**config.mk**
```make
export PLATFORM = sky130hd
export DESIGN_NAME = data_mem_bus_if
export DESIGN_NICKNAME = d
export VERILOG_FILES = /design/src/rtl/data_mem_bus_if.sv
export SDC_FILE = /design/constraint.sdc
export NUM_CORES = 1
export LEC_CHECK = 0
export CAP_MARGIN = 25
export CORE_UTILIZATION = 37
export CTS_CLUSTER_SIZE = 28
export DETAILED_ROUTE_END_ITERATION = 7
export GPL_TIMING_DRIVEN = 0
export MAX_ROUTING_LAYER = met4
export PLACE_DENSITY = 0.88
export SYNTH_ARGS = -nofsm -noshare
export SYNTH_HDL_FRONTEND = slang
export SYNTH_SLANG_ARGS = --single-unit
export TNS_END_PERCENT = 1
```
**constraint.sdc**
```tcl
create_clock -name Clk -period 3.81 [get_ports Clk]
set_input_delay 0.762 -clock Clk [delete_from_list [all_inputs] [get_ports Clk]]
set_output_delay 0.762 -clock Clk [all_outputs]
set_load 0.005 [all_outputs]
```
**src/rtl/data_mem_bus_if.sv**
```systemverilog
// Bridge between the load/store byte-lane controller and a valid/ready data-memory bus.
// Stalls the core for the length of each access and aborts with a bus error on response timeout.
module data_mem_bus_if #(
  parameter int TIMEOUT_CYCLES = 255,
  parameter int TIMEOUT_W      = 8
) (
  input  logic        Clk,
  input  logic        Reset,
  input  logic [31:0] Mem_Addr,
  input  logic        Load_Req,
  input  logic [3:0]  Data_Mem_Write_Ctrl,
  input  logic [31:0] Data_Mem_Write_Out,
  output logic [31:0] Data_Mem_Read,
  output logic        Mem_Stall,
  output logic        Mem_Error,
  output logic        Bus_Valid,
  input  logic        Bus_Ready,
  output logic [29:0] Bus_Addr,
  output logic        Bus_Write,
  output logic [3:0]  Bus_Byte_En,
  output logic [31:0] Bus_Wdata,
  input  logic        Bus_Resp_Valid,
  input  logic [31:0] Bus_Rdata
);

  typedef enum logic [1:0] {IDLE, REQ, WAIT, DONE} state_t;

  localparam bit TIMEOUT_EN = (TIMEOUT_CYCLES != 0);
  localparam logic [TIMEOUT_W-1:0] COUNT_LAST =
    TIMEOUT_W'(TIMEOUT_CYCLES == 0 ? 0 : TIMEOUT_CYCLES - 1);
  localparam logic [TIMEOUT_W-1:0] COUNT_MAX = '1;

  state_t               state_reg, state_next;
  logic [TIMEOUT_W-1:0] count_reg;
  logic [31:0]          read_reg;
  logic [29:0]          addr_reg;
  logic                 write_reg;
  logic [3:0]           byte_en_reg;
  logic [31:0]          wdata_reg;
  logic                 error_reg;

  logic is_store, req, start, busy, resp_done, abort;

  // Word address only; the byte offset is already folded into the byte enables.
  logic unused_addr_bits;
  assign unused_addr_bits = ^Mem_Addr[1:0];

  assign is_store  = |Data_Mem_Write_Ctrl;
  assign req       = Load_Req | is_store;
  assign start     = (state_reg == IDLE) && req;
  assign busy      = (state_reg == REQ) || (state_reg == WAIT);
  assign resp_done = (state_reg == WAIT) && Bus_Resp_Valid;
  // A response landing on the final allowed cycle still completes normally.
  assign abort     = TIMEOUT_EN && busy && (count_reg == COUNT_LAST) && !resp_done;

  always_ff @(posedge Clk or posedge Reset) begin
    if (Reset) begin
      state_reg <= IDLE;
    end else begin
      state_reg <= state_next;
    end
  end

  always_comb begin
    state_next = state_reg;
    case (state_reg)
      IDLE: if (req) state_next = REQ;
      REQ: begin
        if (abort)          state_next = DONE;
        else if (Bus_Ready) state_next = WAIT;
      end
      WAIT: if (resp_done || abort) state_next = DONE;
      DONE: state_next = IDLE;
      default: state_next = IDLE;
    endcase
  end

  always_comb begin
    Bus_Valid = (state_reg == REQ);
    Mem_Stall = start || busy;
  end

  always_ff @(posedge Clk or posedge Reset) begin
    if (Reset) begin
      count_reg   <= '0;
      read_reg    <= '0;
      addr_reg    <= '0;
      write_reg   <= 1'b0;
      byte_en_reg <= '0;
      wdata_reg   <= '0;
      error_reg   <= 1'b0;
    end else begin
      error_reg <= abort;
      if (start) begin
        addr_reg    <= Mem_Addr[31:2];
        write_reg   <= is_store;
        byte_en_reg <= is_store ? Data_Mem_Write_Ctrl : 4'hF;
        wdata_reg   <= is_store ? Data_Mem_Write_Out : 32'h0;
        count_reg   <= '0;
      end else if (busy && TIMEOUT_EN && (count_reg != COUNT_MAX)) begin
        count_reg <= count_reg + 1'b1;
      end
      if (resp_done && !write_reg) begin
        read_reg <= Bus_Rdata;
      end else if (abort && !write_reg) begin
        read_reg <= 32'h0;
      end
    end
  end

  assign Data_Mem_Read = read_reg;
  assign Bus_Addr      = addr_reg;
  assign Bus_Write     = write_reg;
  assign Bus_Byte_En   = byte_en_reg;
  assign Bus_Wdata     = wdata_reg;
  assign Mem_Error     = error_reg;

endmodule

```
==> impl_metrics.ini, run 1 <==
[timing]
timing_max_transition_violations_final = 0
achievable-frequency_mhz = 275.5
layout_worst_path_cycle_share_pct = 95.28
hold_viol = 0
setup_viol = 0
fin_skew_ns = 0.006577
worst_pin_slew_ns = 0.5610
holdWs_ns = 0.4754
grt_setup_unrepaired = false
max-slew-margin-rel_pct = 62.60
layout_min_cycle_time_ns = 3.630
finalSetupTns_ns = 0

[setup_path]
cp.arrival_ns = 2.87
worst_setup_path_endpoint = Mem_Stall
reg2reg_to = Data_Mem_Read[13]
worstPathRequired_ns = 3.05
worstSetupPathType = in2out
r2r_setup_slack_ns = 1.45
worstReg2RegStart = state_reg[0]
cp-end-kind = output pin
worstSetupStartpointType = input port
timing.critical_path.from = Data_Mem_Write_Ctrl[0]
worst-r2r-cell-count = 7
worst-path-max-fanout = 10

[drt]
route.vias.total = 3676
routed_wire_length_per_instance_um = 17.08
drtAntennaViolNets = 0
detail_route.drc_violations = 0
drt_pre_antenna_iters = 4
detail_route.iter0.violations = 210
routed_via_density = 5.098
finalWirelength_um = 12320

[global_route]
maximum_number_of_pins_on_one_net_before_global_route_repair = 68
grt_pass1_vias = 3782
groute.usage.overall_pct = 21.67
overflow = 0
antenna_found_initial = 0
grt_pass1_wl_um = 18900

[finish]
final-seq-area_um2 = 2753
filler_cell_count = 888
mostFrequentLayoutCell = sky130_fd_sc_hd__clkdlybuf4s50_1
layout-area-overhead-vs-synth_pct = 60.62
antenna_cells = 0
multi_input_comb_area_um2 = 1384
final_util_pct = 62.03
mostFrequentLayoutCells = 204 x sky130_fd_sc_hd__clkdlybuf4s50_1, 110 x sky130_fd_sc_hd__dfrtp_1, 98 x sky130_fd_sc_hd__nand2_1
stdcell_area_um2 = 6813
drive_above_1_share_pct = 4.475
num-nets-final = 687

[floorplanning]
fp.dieW_um = 109.1
die_h_um = 109.1
fp-row-count = 38
fp.dieArea_um2 = 11900
core_area_um2 = 10980
initial_utilization_pct = 38.62
num_io_pins = 207

[run_status]
result_of_the_run = complete, no violations

[worst_hold_path]
min-delay-path-class = reg2reg

[synthesis]
synthDominantAreaCellType = sky130_fd_sc_hd__dfrtp_1
postSynth.asyncResetShare_pct = 100.0
yosys.cell_types.count = 38
synth_sequential_area_ratio_pct = 64.90
synth-edff-count = 0
synth_flop_cell = sky130_fd_sc_hd__dfrtp_1
post_synth_inst_count = 361
portion_of_synthesized_cell_area_occupied_by_the_leading_cell_type_pct = 64.90
yosys_warnings = 0
leading_post_synthesis_cells_by_cell_area = sky130_fd_sc_hd__dfrtp_1 65%, sky130_fd_sc_hd__a22o_1 13%, sky130_fd_sc_hd__nand2_1 8.7%, sky130_fd_sc_hd__clkbuf_1 1.6%, sky130_fd_sc_hd__ha_1 1.5%
synth.cell_area_um2 = 4242
number_of_nets_in_the_synthesized_netlist = 471
synthesized_area_divided_by_synthesized_cell_count_um2 = 11.75
postSynthRegisterBits = 110

[job]
drv_cap = 0

[pwr]
vdd_ir_drop_max_uv = 516.9
sw_frac_of_total_pct = 31.12
p_sw_uw = 1714
seq_power_share_pct = 36.6
combPwrFrac_pct = 44.8
p_per_area_nw_per_um2 = 808.6
cell_internal_pwr_uw = 3794
power.clock.fraction_pct = 18.5
leakage_uw = 0.003033

[placement]
placement.cell_area_um2 = 6489
gp_congestion = 0.8415
dpl_wire_length_um = 9061
portBuffers = 204

[clock_network]
cts-htree-levels = 3
clock_latency_ns = 0.35
clock_path_buffers = 2
cts_tree = done
cts_hold_buffers = 0
cts.reportedPaths.clkPinSlew_ns = 0.07
cts-buffers-inserted = 9
cts_root_buffer = sky130_fd_sc_hd__clkbuf_16
cts.sink_count = 110
post_cts_resize_count = 0
postCtsSetupRepairBufs = 0
[synth_stat cells (all sizes together), types with 2 or more instances]
master,count
buf,3
o31ai,2
and4,2
o22a,4
a311oi,2
nor2,8
a21oi,3
and3,2
nor3,2
xnor2,4
o21ai,3
nand3,4
clkbuf,18
a22o,64
nand2,98
inv,6
nand4,4
dfrtp,110
ha,5
nor2b,2
[worst min path at each step]
stage,startpoint,to,slack [ns],depth (start not counted)
after floorplan,Bus_Addr[0],Bus_Addr[0],0.47,2
after global placement,Bus_Addr[7],Bus_Addr[7],0.46,2
after detailed placement,Bus_Addr[21],Bus_Addr[21],0.46,2
after CTS,Bus_Addr[21],Bus_Addr[21],0.48,2
after global routing,Bus_Addr[26],Bus_Addr[26],0.50,2
final,Bus_Addr[21],Bus_Addr[21],0.48,2
[routing by layer]
metal  GRT usage (%)  wire length (µm)
met4           6.950               167
met3           6.276               799
met1           25.64              5070
met5               -                 0
met2           35.49              6279
[power groups by stage]
stage          combinational [µW]  clock (µW)  sequential [µW]
3_3_place_gp                 2380           0             1990
6_report                     2470        1020             2020
2_1_floorplan                 999           0             2030
3_5_place_dp                 2470           0             2030
4_1_cts                      2500        1040             2020
5_1_grt                      2690        1090             2070
[area by class of cell]
type | instances | area share (%)
sequential | 110 | 40.40
timing repair buffer | 205 | 30.38
multi-input combinational | 224 | 20.31
clock buffer | 12 | 3.765
tap | 140 | 2.571
buffer | 21 | 1.212
clock inverter | 3 | 0.9917
inverter | 6 | 0.3673
[critical path: stages]
cell and delay, ns:
sky130_fd_sc_hd__clkdlybuf4s50_1 0.43, sky130_fd_sc_hd__or4_4 0.58, sky130_fd_sc_hd__o21ai_2 0.47, sky130_fd_sc_hd__nand2b_1 0.15, sky130_fd_sc_hd__clkdlybuf4s50_1 0.47
[cells by family after synthesis]
| group | after synthesis | share of synthesized area, % |
|---|---|---|
| AOI/OAI and AO/OA | 84 | 16.70 |
| xor gates and xnor gates | 5 | 1.032 |
| adders and majority gates | 5 | 1.475 |
| buffers and inverters | 27 | 2.478 |
| DFF | 110 | 64.90 |
| muxes | 2 | 0.5899 |
| and+or+nand+nor | 128 | 12.83 |
[stage by stage]
step | setup slack, ns | total power [µW] | instances
floorplan | 0.1457 | 3032 | 361
detailed placement | 0.1937 | 4501 | 706
CTS | 0.1858 | 5562 | 721
global route | 0.1227 | 5853 | 721
global placement | -1.301 | 4375 | 705
finish | 0.1800 | 5509 | 721
Power figures use the tool's default switching activity.
==> run 2, diff against run 1 <==
--- a/config.mk
+++ b/config.mk
@@ -6,12 +6,10 @@
 export NUM_CORES = 1
 export LEC_CHECK = 0
 export CAP_MARGIN = 25
-export CORE_UTILIZATION = 37
+export CORE_UTILIZATION = 35
 export CTS_CLUSTER_SIZE = 28
 export DETAILED_ROUTE_END_ITERATION = 7
-export GPL_TIMING_DRIVEN = 0
-export MAX_ROUTING_LAYER = met4
-export PLACE_DENSITY = 0.88
+export PLACE_DENSITY = 0.85
 export SYNTH_ARGS = -nofsm -noshare
 export SYNTH_HDL_FRONTEND = slang
 export SYNTH_SLANG_ARGS = --single-unit
==> impl_metrics.ini, run 2 (same netlist as run 1, synthesis figures left out) <==
[timing]
layout_worst_path_cycle_share_pct = 83.98
layout_min_cycle_time_ns = 3.200
finalSetupTns_ns = 0
holdWs_ns = 0.4749
achievable-frequency_mhz = 312.5
max-slew-margin-rel_pct = 50.28
timing_max_transition_violations_final = 0
grt_setup_unrepaired = false
worst_pin_slew_ns = 0.7459
hold_viol = 0
setup_viol = 0
fin_skew_ns = 0.004248

[finish]
antenna_cells = 0
mostFrequentLayoutCell = sky130_fd_sc_hd__clkdlybuf4s50_1
layout-area-overhead-vs-synth_pct = 59.41
drive_above_1_share_pct = 4.965
num-nets-final = 670
mostFrequentLayoutCells = 204 x sky130_fd_sc_hd__clkdlybuf4s50_1, 110 x sky130_fd_sc_hd__dfrtp_1, 98 x sky130_fd_sc_hd__nand2_1
filler_cell_count = 962

[run_status]
violations = design-rule violations
result_of_the_run = finished with violations

[clock_network]
postCtsSetupRepairBufs = 0
post_cts_resize_count = 0
cts_root_buffer = sky130_fd_sc_hd__clkbuf_16
cts_hold_buffers = 0
cts.reportedPaths.clkPinSlew_ns = 0.07
cts.sink_count = 110
cts-htree-levels = 3
clock_path_buffers = 2
cts-buffers-inserted = 9
clock_latency_ns = 0.34
cts_tree = done

[floorplanning]
fp.dieArea_um2 = 12560
initial_utilization_pct = 36.52
fp-row-count = 39
fp.dieW_um = 112.1
num_io_pins = 207
core_area_um2 = 11610
die_h_um = 112.1

[setup_path]
worstSetupStartpointType = input port
worstPathRequired_ns = 3.05
worstSetupPathType = in2out
worst-r2r-cell-count = 7
cp.arrival_ns = 2.44
cp-end-kind = output pin
worst-path-max-fanout = 5

[drt]
routed_via_density = 5.007
detail_route.drc_violations = 14
finalWirelength_um = 11580
drtAntennaViolNets = 0
detail_route.iter0.violations = 211
routed_wire_length_per_instance_um = 16.38
route.vias.total = 3540
drt_pre_antenna_iters = 8

[global_route]
antenna_found_initial = 0
maximum_number_of_pins_on_one_net_before_global_route_repair = 64
grt_pass1_wl_um = 19060
overflow = 0
groute.usage.overall_pct = 19.27
grt_pass1_vias = 3766

[placement]
portBuffers = 204
dpl_wire_length_um = 8202
gp_congestion = 0.7970

[pwr]
report.power.total_uw = 5416
leakage_uw = 0.003013
p_per_area_nw_per_um2 = 801.1
vdd_ir_drop_max_uv = 488.6

[job]
drv_cap = 0

[worst_hold_path]
min-delay-path-class = reg2reg
min_path_cells = 2
run 2: path summary, 6_finish.rpt:
kind | from | slack (ns) | end
min in group asynchronous | Reset | 0.87 | Data_Mem_Read[1]
max reg2reg | state_reg[0] | 1.63 | Data_Mem_Read[17]
min | Bus_Addr[28] | 0.47 | Bus_Addr[28]
max | Data_Mem_Write_Ctrl[1] | 0.61 | Mem_Stall
max in group asynchronous | Reset | 2.21 | count_reg[4]
min reg2reg | Bus_Addr[28] | 0.47 | Bus_Addr[28]
run 2: layer usage:
| metal | routed length, µm | part of all wire [%] | vias to the layer above | GRT usage (%) |
|---|---|---|---|---|
| li1 | - | - | 1659 | - |
| met1 | 4822 | 42 | 1707 | 23.29 |
| met2 | 5572 | 48 | 157 | 32.42 |
| met3 | 997 | 8.6 | 17 | 7.343 |
| met4 | 187 | 1.6 | 0 | 4.978 |
| met5 | 0 | 0 | - | 0 |
run 2: per-stage QoR:
step           instances  area, µm²  utilization, %  setup slack, ns
6_report             707       6761           58.22           0.6104
5_1_grt              707       6761           58.22           0.5652
4_1_cts              707       6761           58.22           0.6016
3_5_place_dp         692       6446           55.51           0.6016
3_3_place_gp         692       6446           55.51           0.6010
2_1_floorplan        361       4242               -           0.1457
run 2: area by class of cell:
class | instances | area, µm² | area share, %
timing repair buffer | 209 | 2092 | 30.94
clock buffer | 12 | 246.5 | 3.645
inverter | 6 | 25.02 | 0.3701
tap | 143 | 178.9 | 2.646
clock inverter | 3 | 68.82 | 1.018
sequential | 110 | 2753 | 40.71
multi-input combinational | 224 | 1398 | 20.67
run 2: power breakdown:
part	leakage (µW)	internal, µW	switching, µW
combinational	0.00149	1470	945
clock	0.000153	592	403
sequential	0.00137	1700	310
total	0.00301	3760	1660
run 2: worst max-delay path, cell delays in order:
cell and delay, ns:
sky130_fd_sc_hd__clkdlybuf4s50_1 0.44, sky130_fd_sc_hd__or4_4 0.58, sky130_fd_sc_hd__o21ai_4 0.14, sky130_fd_sc_hd__nand2b_1 0.06, sky130_fd_sc_hd__clkdlybuf4s50_1 0.45
